`src/rtl/idex_pipe_stage.sv`:
```
// ---------------------------------------------------------------------------
// idex_pipe_stage
//   ID/EX pipeline stage register with a valid/ready handshake on both sides,
//   a two-entry skid buffer (main + skid) and a flush input for squashing
//   wrong-path or excepting instructions. Because in_ready is a flop,
//   backpressure from execute never reaches decode combinationally.
//
// Ports
//   clk        rising-edge clock
//   rst        synchronous active-high reset (highest priority)
//   flush      squash every held entry
//   in_valid   decode presents an entry
//   in_ready   stage can accept an entry (registered)
//   in_data    NUM_FIELDS packed data words, field 0 in the LSBs
//   in_ctrl    control bundle
//   out_valid  execute-side entry valid (registered)
//   out_ready  execute accepts the presented entry
//   out_data   packed data words of the oldest entry
//   out_ctrl   control bundle of the oldest entry
//   stall_cnt  saturating count of cycles with out_valid=1 and out_ready=0
// ---------------------------------------------------------------------------
module idex_pipe_stage #(
  parameter int DATA_W      = 32,
  parameter int NUM_FIELDS  = 3,
  parameter int CTRL_W      = 16,
  parameter int ZERO_BUBBLE = 1,
  parameter int CNT_W       = 16
) (
  input  logic                         clk,
  input  logic                         rst,
  input  logic                         flush,
  input  logic                         in_valid,
  output logic                         in_ready,
  input  logic [NUM_FIELDS*DATA_W-1:0] in_data,
  input  logic [CTRL_W-1:0]            in_ctrl,
  output logic                         out_valid,
  input  logic                         out_ready,
  output logic [NUM_FIELDS*DATA_W-1:0] out_data,
  output logic [CTRL_W-1:0]            out_ctrl,
  output logic [CNT_W-1:0]             stall_cnt
);

  localparam int DW = NUM_FIELDS * DATA_W;

  typedef enum logic [1:0] {
    ST_EMPTY = 2'd0,
    ST_ONE   = 2'd1,
    ST_TWO   = 2'd2
  } state_t;

  state_t            state_r, state_s;
  logic [DW-1:0]     main_data_r, main_data_s;
  logic [CTRL_W-1:0] main_ctrl_r, main_ctrl_s;
  logic [DW-1:0]     skid_data_r, skid_data_s;
  logic [CTRL_W-1:0] skid_ctrl_r, skid_ctrl_s;
  logic              in_ready_r, in_ready_s;
  logic              out_valid_r, out_valid_s;
  logic [CNT_W-1:0]  stall_cnt_r;
  logic              push_s;
  logic              pop_s;

  // Handshake qualifiers, both built from registered readiness/validity.
  always_comb begin
    push_s = in_valid & in_ready_r;
    pop_s  = out_valid_r & out_ready;
  end

  // Next-state, storage update and registered-output precomputation.
  always_comb begin
    state_s     = state_r;
    main_data_s = main_data_r;
    main_ctrl_s = main_ctrl_r;
    skid_data_s = skid_data_r;
    skid_ctrl_s = skid_ctrl_r;

    case (state_r)
      ST_EMPTY: begin
        if (push_s) begin
          state_s     = ST_ONE;
          main_data_s = in_data;
          main_ctrl_s = in_ctrl;
        end else begin
          state_s = ST_EMPTY;
        end
      end
      ST_ONE: begin
        if (push_s && pop_s) begin
          state_s     = ST_ONE;
          main_data_s = in_data;
          main_ctrl_s = in_ctrl;
        end else if (push_s) begin
          state_s     = ST_TWO;
          skid_data_s = in_data;
          skid_ctrl_s = in_ctrl;
        end else if (pop_s) begin
          state_s = ST_EMPTY;
        end else begin
          state_s = ST_ONE;
        end
      end
      ST_TWO: begin
        // in_ready is low here, so no push can arrive.
        if (pop_s) begin
          state_s     = ST_ONE;
          main_data_s = skid_data_r;
          main_ctrl_s = skid_ctrl_r;
        end else begin
          state_s = ST_TWO;
        end
      end
      default: begin
        state_s = ST_EMPTY;
      end
    endcase

    // Flush overrides the handshake result; a same-cycle pop has already
    // been sampled by execute, and any same-cycle push is simply dropped.
    if (flush) begin
      state_s = ST_EMPTY;
      if (ZERO_BUBBLE != 0) begin
        main_data_s = {DW{1'b0}};
        main_ctrl_s = {CTRL_W{1'b0}};
        skid_data_s = {DW{1'b0}};
        skid_ctrl_s = {CTRL_W{1'b0}};
      end else begin
        main_data_s = main_data_r;
        main_ctrl_s = main_ctrl_r;
        skid_data_s = skid_data_r;
        skid_ctrl_s = skid_ctrl_r;
      end
    end else begin
      state_s = state_s;
    end

    // Clearing main whenever the stage drains keeps out_data/out_ctrl
    // driven straight from flops while still reading zero in a bubble.
    if ((ZERO_BUBBLE != 0) && (state_s == ST_EMPTY)) begin
      main_data_s = {DW{1'b0}};
      main_ctrl_s = {CTRL_W{1'b0}};
    end else begin
      main_data_s = main_data_s;
      main_ctrl_s = main_ctrl_s;
    end

    in_ready_s  = (state_s != ST_TWO);
    out_valid_s = (state_s != ST_EMPTY);
  end

  // State, storage and handshake flops; rst outranks flush and handshake.
  always_ff @(posedge clk) begin
    if (rst) begin
      state_r     <= ST_EMPTY;
      main_data_r <= {DW{1'b0}};
      main_ctrl_r <= {CTRL_W{1'b0}};
      skid_data_r <= {DW{1'b0}};
      skid_ctrl_r <= {CTRL_W{1'b0}};
      in_ready_r  <= 1'b1;
      out_valid_r <= 1'b0;
    end else begin
      state_r     <= state_s;
      main_data_r <= main_data_s;
      main_ctrl_r <= main_ctrl_s;
      skid_data_r <= skid_data_s;
      skid_ctrl_r <= skid_ctrl_s;
      in_ready_r  <= in_ready_s;
      out_valid_r <= out_valid_s;
    end
  end

  // Stall performance counter: saturates at all-ones, cleared only by rst.
  always_ff @(posedge clk) begin
    if (rst) begin
      stall_cnt_r <= {CNT_W{1'b0}};
    end else if (out_valid_r && !out_ready && (stall_cnt_r != {CNT_W{1'b1}})) begin
      stall_cnt_r <= stall_cnt_r + {{(CNT_W-1){1'b0}}, 1'b1};
    end else begin
      stall_cnt_r <= stall_cnt_r;
    end
  end

  assign in_ready  = in_ready_r;
  assign out_valid = out_valid_r;
  assign out_data  = main_data_r;
  assign out_ctrl  = main_ctrl_r;
  assign stall_cnt = stall_cnt_r;

endmodule
```
`config.mk`:
```
export PLATFORM = sky130hd
export DESIGN_NAME = idex_pipe_stage
export DESIGN_NICKNAME = d
export VERILOG_FILES = /design/src/rtl/idex_pipe_stage.sv
export SDC_FILE = /design/constraint.sdc
export NUM_CORES = 1
export LEC_CHECK = 0
export ABC_CLOCK_PERIOD_IN_PS = 2500
export CAP_MARGIN = 20
export CORE_MARGIN = 10
export CORE_UTILIZATION = 49
export DETAILED_ROUTE_END_ITERATION = 16
export PLACE_DENSITY_LB_ADDON = 0.15
export SLEW_MARGIN = 20
export SYNTH_ARGS = -nofsm -noshare
export SYNTH_HDL_FRONTEND = slang
export SYNTH_SLANG_ARGS = --single-unit
```
`constraint.sdc`:
```
create_clock -name clk -period 2.5 [get_ports clk]
set_clock_uncertainty 0.15 [all_clocks]
set_input_delay 0.25 -clock clk [delete_from_list [all_inputs] [get_ports clk]]
set_output_delay 0.25 -clock clk [all_outputs]
set_load 0.005 [all_outputs]
```
==> flow_metrics.env, run 1 <==
export IMPL_reg2reg_slack_ns=0.41
export IMPL_p_sw_uw=1980
export IMPL_cts_hold_buf=0
export IMPL_path_cells="ha_1 > nand3b_1 > or3_1 > or4_1 > a21oi_1"
export IMPL_fp_dieW_um=160
export IMPL_syn_inst=1229
export IMPL_max_freq_mhz=477
export IMPL_hold_path_class="in2reg"
export IMPL_startpoint_type="flop"
export IMPL_fin_nets=1548
export IMPL_ctsLongestPathBuffers=3
export IMPL_p_total_uw=8720
export IMPL_cp_slowest_stage_delay_ns=0.50
export IMPL_drive_above_1_share_pct=5.80
export IMPL_final_util_pct=68.7
export IMPL_multiInputGateArea_um2=4310
export IMPL_r2r_end="stall_cnt[10]"
export IMPL_synth_simple_area_share_pct=25.5
export IMPL_drt_iter0_markers=583
export IMPL_tightest_slew_ns=0.614
export IMPL_boundaryPins=247
export IMPL_ir_drop_mv=0.498
export IMPL_combPwrFrac_pct=10.0
export IMPL_cts_root_buf="clkbuf_16"
export IMPL_grt_pass1_vias=8801
export IMPL_setup_tns_ns=0
export IMPL_synth_edff_count=0
export IMPL_numPortBuffers=246
export IMPL_viasPerCell=5.32
export IMPL_setup_violations=0
export IMPL_ys_seq_area_share_pct=51.0
export IMPL_crit_required_ns=2.80
export IMPL_fillers=1565
export IMPL_final_cell_mix="nand2_1 (458), clkdlybuf4s50_1 (246), dfxtp_1 (244)"
export IMPL_wl_per_cell_um=16.3
export IMPL_path_buf_inv=0
export IMPL_cts_made_buffers=26
export IMPL_grt_ovfl_total=0
export IMPL_final_max_slew_viol_count=0
export IMPL_synth_mux_area_share_pct=0.326
export IMPL_place_congestion=0.814
export IMPL_slowest_stage="or4_1"
export IMPL_end_kind="flop"
export IMPL_min_to="skid_data_r[23]"
export IMPL_swShare_pct=22.8
export IMPL_grt_usage_pct=20.8
export IMPL_clkTransAtPathRegs_ns=0.06
export IMPL_cts_setup_buffers=0
export IMPL_status="finished clean"
export IMPL_finalHoldViolCount=0
export IMPL_clkSinkCount=244
export IMPL_timing_final_crit_share_pct=83.8
export IMPL_ys_flop_type="dfxtp_1"
export IMPL_area_growth_pct=38.6
export IMPL_hold_start="in_data[23]"
export IMPL_synth_avg_cell_area_um2=7.80
export IMPL_max_cap_viol_count=0
export IMPL_first_pass_iters=5
export IMPL_grt_max_degree=115
export IMPL_rsz0062_at_grt="no"
export IMPL_die_area_um2=25600
export IMPL_drc=0
export IMPL_relSlewSlack_pct=59.1
export IMPL_cts_resized=0
export IMPL_core_rowCount=51
export IMPL_synth_cell_types=42
export IMPL_syn_nets=1347
export IMPL_p_int_uw=6730
export IMPL_sequentialPowerShare_pct=46.1
export IMPL_grt_pass1_wl_mm=45.5
export IMPL_num_vias=9129
export IMPL_ant_nets=0
export IMPL_worstSetupPathType="reg2reg"
export IMPL_grt_antenna_before_repair=3
export IMPL_cts_tree="done"
export IMPL_htreeDepth=1
export IMPL_start_util_pct=49.6
export IMPL_min_period_ns=2.09
export IMPL_reg2regPathDepth=5
export IMPL_final_common_cell="nand2_1"
export IMPL_synth_seq_cells=244
export IMPL_synth_top_family_by_area="simple AND/OR/NAND/NOR gates"
export IMPL_synth_xor_area_share_pct=0
export IMPL_cpLargestDelayFamily="simple AND/OR/NAND/NOR gates"
export IMPL_power_leakage_uw=0.00468
export IMPL_worst_endpoint_arrival_ns=2.39
export IMPL_ys_async_sr_fraction_pct=0
export IMPL_dp_hpwl_mm=18.3
export IMPL_routed_wl_mm=28.0
export IMPL_power_density_nw_per_um2=656
export IMPL_synthAdderAreaFrac_pct=0.131
export IMPL_seqCellArea_um2=4880
export IMPL_yosys_warnings=0
export IMPL_holdPathStages=3
export IMPL_die_y_um=160
export IMPL_p_clk_share_pct=43.9
export IMPL_r2r_start="stall_cnt[0]"
export IMPL_clock_latency_ns=0.52
export IMPL_core_um2=19300
export IMPL_synth_compound_area_share_pct=18.5
export IMPL_syn_area_um2=9580
export IMPL_path_max_fanout=8
cell usage after synthesis, types with 4 or more instances:
cell	count	share of area, %
nand2_1	458	18
dfxtp_1	244	51
a21oi_1	124	6.5
nor2_1	117	4.6
a311oi_1	113	10
clkbuf_1	67	2.6
buf_2	17	0.89
buf_1	12	0.47
o21ai_0	7	0.37
nand4_1	6	0.39
or3_1	6	0.39
buf_4	5	0.39
o31ai_1	5	0.39
inv_1	4	0.16
nand2b_1	4	0.26
or4_1	4	0.31
metrics by stage:
step | area [µm²] | setup slack, ns | hold slack [ns] | std cells
global route | 13300 | 0.245 | 0.156 | 1715
global placement | 12400 | 0.219 | 0.291 | 1667
finish | 13300 | 0.405 | 0.162 | 1715
floorplan | 9580 | 0.472 | 0.236 | 1229
CTS | 13300 | 0.409 | 0.148 | 1713
detailed placement | 12400 | 0.160 | 0.297 | 1667
layout make-up:
type	instances	area share, %
Sequential cell	244	36.8
Multi-Input combinational cell	879	32.4
Timing Repair Buffer	275	21.7
Clock buffer	39	5.80
Tap cell	265	2.50
Clock inverter	7	0.669
Inverter	4	0.113
Antenna cell	2	0.0377
sequential cells by signal, summed over array words and instances, names as in the netlist:
signal,cells
in_ready,1
out_ctrl,16
out_data,96
out_valid,1
skid_ctrl_r,16
skid_data_r,96
stall_cnt,16
state_r,2
worst max-delay path by stage:
stage / from / to / slack, ns / cells past startpoint
3_5_place_dp: out_ready / out_data[13] / 0.16 / 7
4_1_cts: stall_cnt[0] / stall_cnt[10] / 0.41 / 5
5_1_grt: stall_cnt[0] / stall_cnt[14] / 0.24 / 5
2_1_floorplan: stall_cnt[0] / stall_cnt[14] / 0.47 / 6
6_report: stall_cnt[0] / stall_cnt[10] / 0.41 / 5
3_3_place_gp: out_ready / stall_cnt[14] / 0.22 / 5
layer usage:
metal / GRT usage (%) / vias up / part of all wire (%) / routed length (µm)
met1: 25.5 / 4203 / 43 / 12000
li1: - / 4589 / - / -
met3: 5.60 / 50 / 7.2 / 2020
met5: 0 / - / 0.061 / 17
met4: 6.68 / 2 / 2.8 / 788
met2: 35.0 / 285 / 47 / 13200
cells by family (layout without fill, tap and decap cells):
family | after synthesis | count (layout)
fa+ha+maj | 1 | 1
mux | 3 | 3
compound gates | 259 | 259
flops | 244 | 244
other cells | 0 | 2
simple gates | 616 | 616
buf+inv | 106 | 325
power groups by stage:
stage	clock network, µW	logic (µW)	registers, µW
after global routing	4060	954	4030
after floorplan	0	373	4100
after detailed placement	0	869	4100
after global placement	0	858	4100
after CTS	3900	873	4020
final	3830	868	4020
worst min-delay path, delay by kind of cell:
kind	cells	cell delay, ns
compound gates	1	0.05
simple gates	1	0.06
buf+inv	1	0.41
No activity file was read; power rests on OpenSTA's default activity.
==> inputs of run 2 (changes only) <==
--- a/config.mk
+++ b/config.mk
@@ -5,7 +5,7 @@
 export SDC_FILE = /design/constraint.sdc
 export NUM_CORES = 1
 export LEC_CHECK = 0
-export ABC_CLOCK_PERIOD_IN_PS = 2500
+export ABC_CLOCK_PERIOD_IN_PS = 2100
 export CAP_MARGIN = 20
 export CORE_MARGIN = 10
 export CORE_UTILIZATION = 49
==> constraint.sdc (replaced) <==
create_clock -name clk -period 2.1 [get_ports clk]
set_clock_uncertainty 0.15 [all_clocks]
set_input_delay 0.21 -clock clk [delete_from_list [all_inputs] [get_ports clk]]
set_output_delay 0.21 -clock clk [all_outputs]
set_load 0.005 [all_outputs]
==> flow_metrics.env, run 2 (synthesized netlist as in run 1, its figures left out) <==
export IMPL_core_um2=19300
export IMPL_timing_final_crit_share_pct=93.8
export IMPL_worst_endpoint_arrival_ns=2.26
export IMPL_area_growth_pct=39.8
export IMPL_power_density_nw_per_um2=770
export IMPL_drive_above_1_share_pct=6.79
export IMPL_relSlewSlack_pct=72.9
export IMPL_holdPathStages=3
export IMPL_finalHoldViolCount=0
export IMPL_swShare_pct=22.7
export IMPL_ant_nets=0
export IMPL_drc=0
export IMPL_first_pass_iters=5
export IMPL_clkSinkCount=244
export IMPL_worstSetupPathType="reg2reg"
export IMPL_dp_hpwl_mm=18.5
export IMPL_max_cap_viol_count=0
export IMPL_final_cell_mix="nand2_1 (458), clkdlybuf4s50_1 (246), dfxtp_1 (243)"
export IMPL_r2r_start="stall_cnt[0]"
export IMPL_numPortBuffers=246
export IMPL_grt_antenna_before_repair=5
export IMPL_cts_root_buf="clkbuf_16"
export IMPL_final_max_slew_viol_count=0
export IMPL_min_to="skid_data_r[46]"
export IMPL_cp_common_cell="or3_1"
export IMPL_cts_setup_buffers=0
export IMPL_cpLargestDelayFamily="simple AND/OR/NAND/NOR gates"
export IMPL_reg2reg_slack_ns=0.13
export IMPL_path_max_fanout=5
export IMPL_core_rowCount=51
export IMPL_grt_max_degree=79
export IMPL_setup_violations=0
export IMPL_sequentialPowerShare_pct=46.4
export IMPL_crit_required_ns=2.39
export IMPL_p_sw_uw=2350
export IMPL_dp_cells=1681
export IMPL_path_buf_inv=1
export IMPL_path_cells="ha_2 > nand3b_1 > or3_1 > buf_4 > or3_1 > a21oi_1"
export IMPL_viasPerCell=5.32
export IMPL_status="finished clean"
export IMPL_grt_pass1_wl_mm=44.9
export IMPL_grt_ovfl_total=0
export IMPL_p_total_uw=10300
export IMPL_ir_drop_mv=0.517
export IMPL_htreeDepth=1
export IMPL_p_int_uw=7980
export IMPL_power_leakage_uw=0.00473
export IMPL_routed_wl_mm=28.2
export IMPL_grt_pass1_vias=8564
export IMPL_cts_made_buffers=25
export IMPL_wl_per_cell_um=16.3
export IMPL_fin_nets=1561
export IMPL_end_kind="flop"
export IMPL_final_cells=1728
export IMPL_min_period_ns=1.97
export IMPL_hold_start="in_data[46]"
export IMPL_cp_slowest_stage_delay_ns=0.39
export IMPL_ctsLongestPathBuffers=3
export IMPL_place_congestion=0.808
export IMPL_die_y_um=160
export IMPL_startpoint_type="flop"
export IMPL_final_common_cell="nand2_1"
export IMPL_drt_iter0_markers=483
export IMPL_r2r_end="stall_cnt[8]"
export IMPL_preCtsSetupSlack_ns=-0.173
export IMPL_clkTransAtPathRegs_ns=0.06
export IMPL_slowest_stage="or3_1"
export IMPL_rsz0062_at_grt="no"
export IMPL_max_freq_mhz=508
export IMPL_hold_path_class="in2reg"
export IMPL_clock_latency_ns=0.51
export IMPL_num_vias=9197
export IMPL_boundaryPins=247
export IMPL_cts_tree="done"
export IMPL_grt_usage_pct=20.7
export IMPL_die_area_um2=25600
export IMPL_combPwrFrac_pct=10.3
export IMPL_p_clk_share_pct=43.3
export IMPL_worst_slack_ns=0.130
export IMPL_reg2regPathDepth=6
export IMPL_tightest_slew_ns=0.406
export IMPL_fp_dieW_um=160
export IMPL_start_util_pct=49.6
==> run 2: layout make-up <==
type,count,area (µm²)
flip-flops and latches,244,4890
fillers,1621,5930
inverters,4,15.0
diodes,4,10.0
repair buffers,289,3010
well taps,265,332
clock buffers,38,754
multi-input cells,879,4310
clock inverters,5,80.1
==> run 2: worst max-delay path by stage <==
stage,slack (ns),start,cells past startpoint,endpoint
global route,0.04,out_valid,6,out_data[78]
CTS,0.05,stall_cnt[0],6,stall_cnt[8]
finish,0.13,stall_cnt[0],6,stall_cnt[8]
floorplan,0.07,stall_cnt[0],6,stall_cnt[14]
global placement,-0.03,out_ready,6,stall_cnt[8]
detailed placement,-0.17,out_ready,8,out_data[52]
==> run 2: layer usage <==
layer	up-vias	part of all wire, %	global-route usage [%]
met5	-	0.071	0
met4	2	2.3	6.59
met3	39	8.1	6.20
met2	283	48	34.3
met1	4264	42	25.4
li1	4609	-	-
==> run 2: through the flow <==
| stage | util (%) | cell area [µm²] | hold WS (ns) | TNS (ns) |
|---|---|---|---|---|
| floorplan | - | 9580 | 0.196 | 0 |
| global placement | 64.9 | 12600 | 0.291 | -0.0778 |
| detailed placement | 64.9 | 12600 | 0.297 | -9.51 |
| CTS | 69.2 | 13400 | 0.111 | 0 |
| global route | 69.3 | 13400 | 0.126 | 0 |
| finish | 69.3 | 13400 | 0.114 | 0 |
==> run 2: power groups by stage <==
stage	Combinational (µW)	Clock (µW)	Sequential, µW
final	1060	4470	4780
after global placement	1050	0	4880
after detailed placement	1070	0	4890
after CTS	1070	4550	4780
after floorplan	444	0	4880
after global routing	1160	4750	4790
==> run 2: tightest hold or removal path, delay by kind of cell <==
family | cells | cell delay, ns
buffers and inverters | 1 | 0.41
AOI/OAI and AO/OA | 1 | 0.05
and+or+nand+nor | 1 | 0.06
==> run 2: timing repair <==
item | CTS | global route
setup endpoints to repair | 0 | 2
gates resized for setup | 0 | 2
hold buffers | 0 | 0
==> inputs of run 3 (changes only) <==
==> config.mk (replaced) <==
export PLATFORM = sky130hd
export DESIGN_NAME = idex_pipe_stage
export DESIGN_NICKNAME = d
export VERILOG_FILES = /design/src/rtl/idex_pipe_stage.sv
export SDC_FILE = /design/constraint.sdc
export NUM_CORES = 1
export LEC_CHECK = 0
export ABC_CLOCK_PERIOD_IN_PS = 2300
export CAP_MARGIN = 20
export CORE_ASPECT_RATIO = 1.4
export CORE_MARGIN = 10
export CORE_UTILIZATION = 53
export DETAILED_ROUTE_END_ITERATION = 16
export PLACE_DENSITY_LB_ADDON = 0.15
export SLEW_MARGIN = 0
export SYNTH_ARGS = -nofsm -noshare
export SYNTH_HDL_FRONTEND = slang
export SYNTH_SLANG_ARGS = --single-unit
==> constraint.sdc (replaced) <==
create_clock -name clk -period 2.3 [get_ports clk]
set_clock_uncertainty 0.15 [all_clocks]
set_input_delay 0.23 -clock clk [delete_from_list [all_inputs] [get_ports clk]]
set_output_delay 0.23 -clock clk [all_outputs]
set_load 0.005 [all_outputs]
==> flow_metrics.env, run 3 (synthesized netlist as in run 1, its figures left out) <==
export IMPL_final_max_slew_viol_count=0
export IMPL_cts_resized=0
export IMPL_ir_drop_mv=0.579
export IMPL_setup_tns_ns=0
export IMPL_status="finished clean"
export IMPL_hold_ws_ns=0.146
export IMPL_cp_depth=5
export IMPL_min_period_ns=2.07
export IMPL_clock_latency_ns=0.51
export IMPL_cp_slowest_stage_delay_ns=0.50
export IMPL_final_common_cell="nand2_1"
export IMPL_drt_iter0_markers=755
export IMPL_path_max_fanout=6
export IMPL_start_util_pct=53.7
export IMPL_drive_above_1_share_pct=6.66
export IMPL_grt_max_degree=74
export IMPL_num_vias=9362
export IMPL_grt_pass1_wl_mm=46.6
export IMPL_grt_ovfl_total=0
export IMPL_use_met1_pct=26.3
export IMPL_fin_nets=1560
export IMPL_holdPathStages=3
export IMPL_die_area_um2=23900
export IMPL_clkTransAtPathRegs_ns=0.06
export IMPL_final_cells=1697
export IMPL_slowest_stage="or4_1"
export IMPL_preCtsSetupSlack_ns=-0.0747
export IMPL_hold_path_class="in2reg"
export IMPL_die_y_um=179
export IMPL_ctsLongestPathBuffers=3
export IMPL_area_growth_pct=39.4
export IMPL_n_antenna_cell=0
export IMPL_cpLargestDelayFamily="simple AND/OR/NAND/NOR gates"
export IMPL_grtUsageMet3_pct=6.65
export IMPL_place_congestion=0.822
export IMPL_cts_setup_buffers=0
export IMPL_htreeDepth=1
export IMPL_rsz0062_at_grt="no"
export IMPL_reg2regPathDepth=5
export IMPL_core_um2=17900
export IMPL_grt_usage_pct=23.1
export IMPL_dp_hpwl_mm=19.3
export IMPL_path_buf_inv=0
export IMPL_startpoint_type="flop"
export IMPL_setup_violations=0
export IMPL_relSlewSlack_pct=69.8
export IMPL_final_cell_mix="nand2_1 (458), clkdlybuf4s50_1 (246), dfxtp_1 (244)"
export IMPL_power_density_nw_per_um2=689
export IMPL_cts_tree="done"
export IMPL_tightest_slew_ns=0.452
export IMPL_dpl_instance_area_um2=12600
export IMPL_ant_nets=0
export IMPL_crit_required_ns=2.59
export IMPL_wl_per_cell_um=17.0
export IMPL_worst_slack_ns=0.234
export IMPL_dp_cells=1656
export IMPL_clkSinkCount=244
export IMPL_grt_antenna_before_repair=1
export IMPL_worst_endpoint_arrival_ns=2.35
export IMPL_core_rowCount=58
export IMPL_worstSetupPathType="reg2reg"
export IMPL_fp_dieW_um=134
export IMPL_timing_final_crit_share_pct=89.8
export IMPL_max_cap_viol_count=0
export IMPL_finalHoldViolCount=0
export IMPL_max_freq_mhz=484
export IMPL_end_kind="flop"
export IMPL_boundaryPins=247
export IMPL_cts_root_buf="clkbuf_16"
export IMPL_cts_made_buffers=24
export IMPL_path_cells="ha_1 > nand3b_1 > or3_1 > or4_1 > a21oi_1"
export IMPL_grtUsageMet2_pct=40.4
export IMPL_power_leakage_uw=0.00473
export IMPL_first_pass_iters=4
export IMPL_cts_hold_buf=0
export IMPL_drc=0
export IMPL_numPortBuffers=246
export IMPL_postLayoutCellArea_um2=13400
export IMPL_routed_wl_mm=28.8
export IMPL_grt_pass1_vias=9150
export IMPL_viasPerCell=5.52
export IMPL_busiest_layer="met2"
run 3: cell count changes in the layout (fill, tap and decap cells not counted), moves of 2 or more:
| cell | previous run | this run |
|---|---|---|
| clkbuf_8 | 8 | 5 |
| clkbuf_1 | 5 | 3 |
| buf_12 | 18 | 23 |
| diode_2 | 4 | 0 |
| buf_4 | 25 | 20 |
| clkinv_2 | 1 | 6 |
run 3: through the flow:
| stage | util (%) | power [µW] |
|---|---|---|
| after floorplan | - | 4860 |
| after global placement | 70.5 | 5440 |
| after detailed placement | 70.5 | 5460 |
| after CTS | 74.8 | 9270 |
| after global routing | 74.8 | 9540 |
| final | 74.8 | 9200 |
run 3: layout make-up:
type                    instances  area [µm²]
clock buffers                  33         706
clock inverters                 8        67.6
multi-input cells             879        4310
repair buffers                289        3070
fillers                      1363        4500
inverters                       4        15.0
flip-flops and latches        244        4880
well taps                     240         300
run 3: final timing paths:
| path | startpoint | end | slack (ns) |
|---|---|---|---|
| worst max-delay path | stall_cnt[0] | stall_cnt[14] | 0.23 |
| worst max register to register | stall_cnt[0] | stall_cnt[14] | 0.23 |
| worst min register to register | skid_data_r[89] | skid_data_r[89] | 0.30 |
| worst min-delay path | in_data[47] | skid_data_r[47] | 0.15 |
run 3: power breakdown:
group	total, µW	internal [µW]	switching [µW]
sequential	4370	4320	53.0
clock	3830	2250	1590
combinational	1000	512	488
run 3: worst register-to-register path, cell delays in order, from the launching register on:
cell,delay (ns)
dfxtp_1,0.38
ha_1,0.29
nand3b_1,0.12
or3_1,0.42
or4_1,0.50
a21oi_1,0.15
run 3: per-layer routing:
metal | vias up | share of wire [%] | routed length, µm
met1 | 4367 | 38 | 10900
met4 | 2 | 3.1 | 907
met2 | 322 | 51 | 14600
met5 | - | 0.045 | 13
li1 | 4605 | - | -
met3 | 66 | 8.4 | 2420
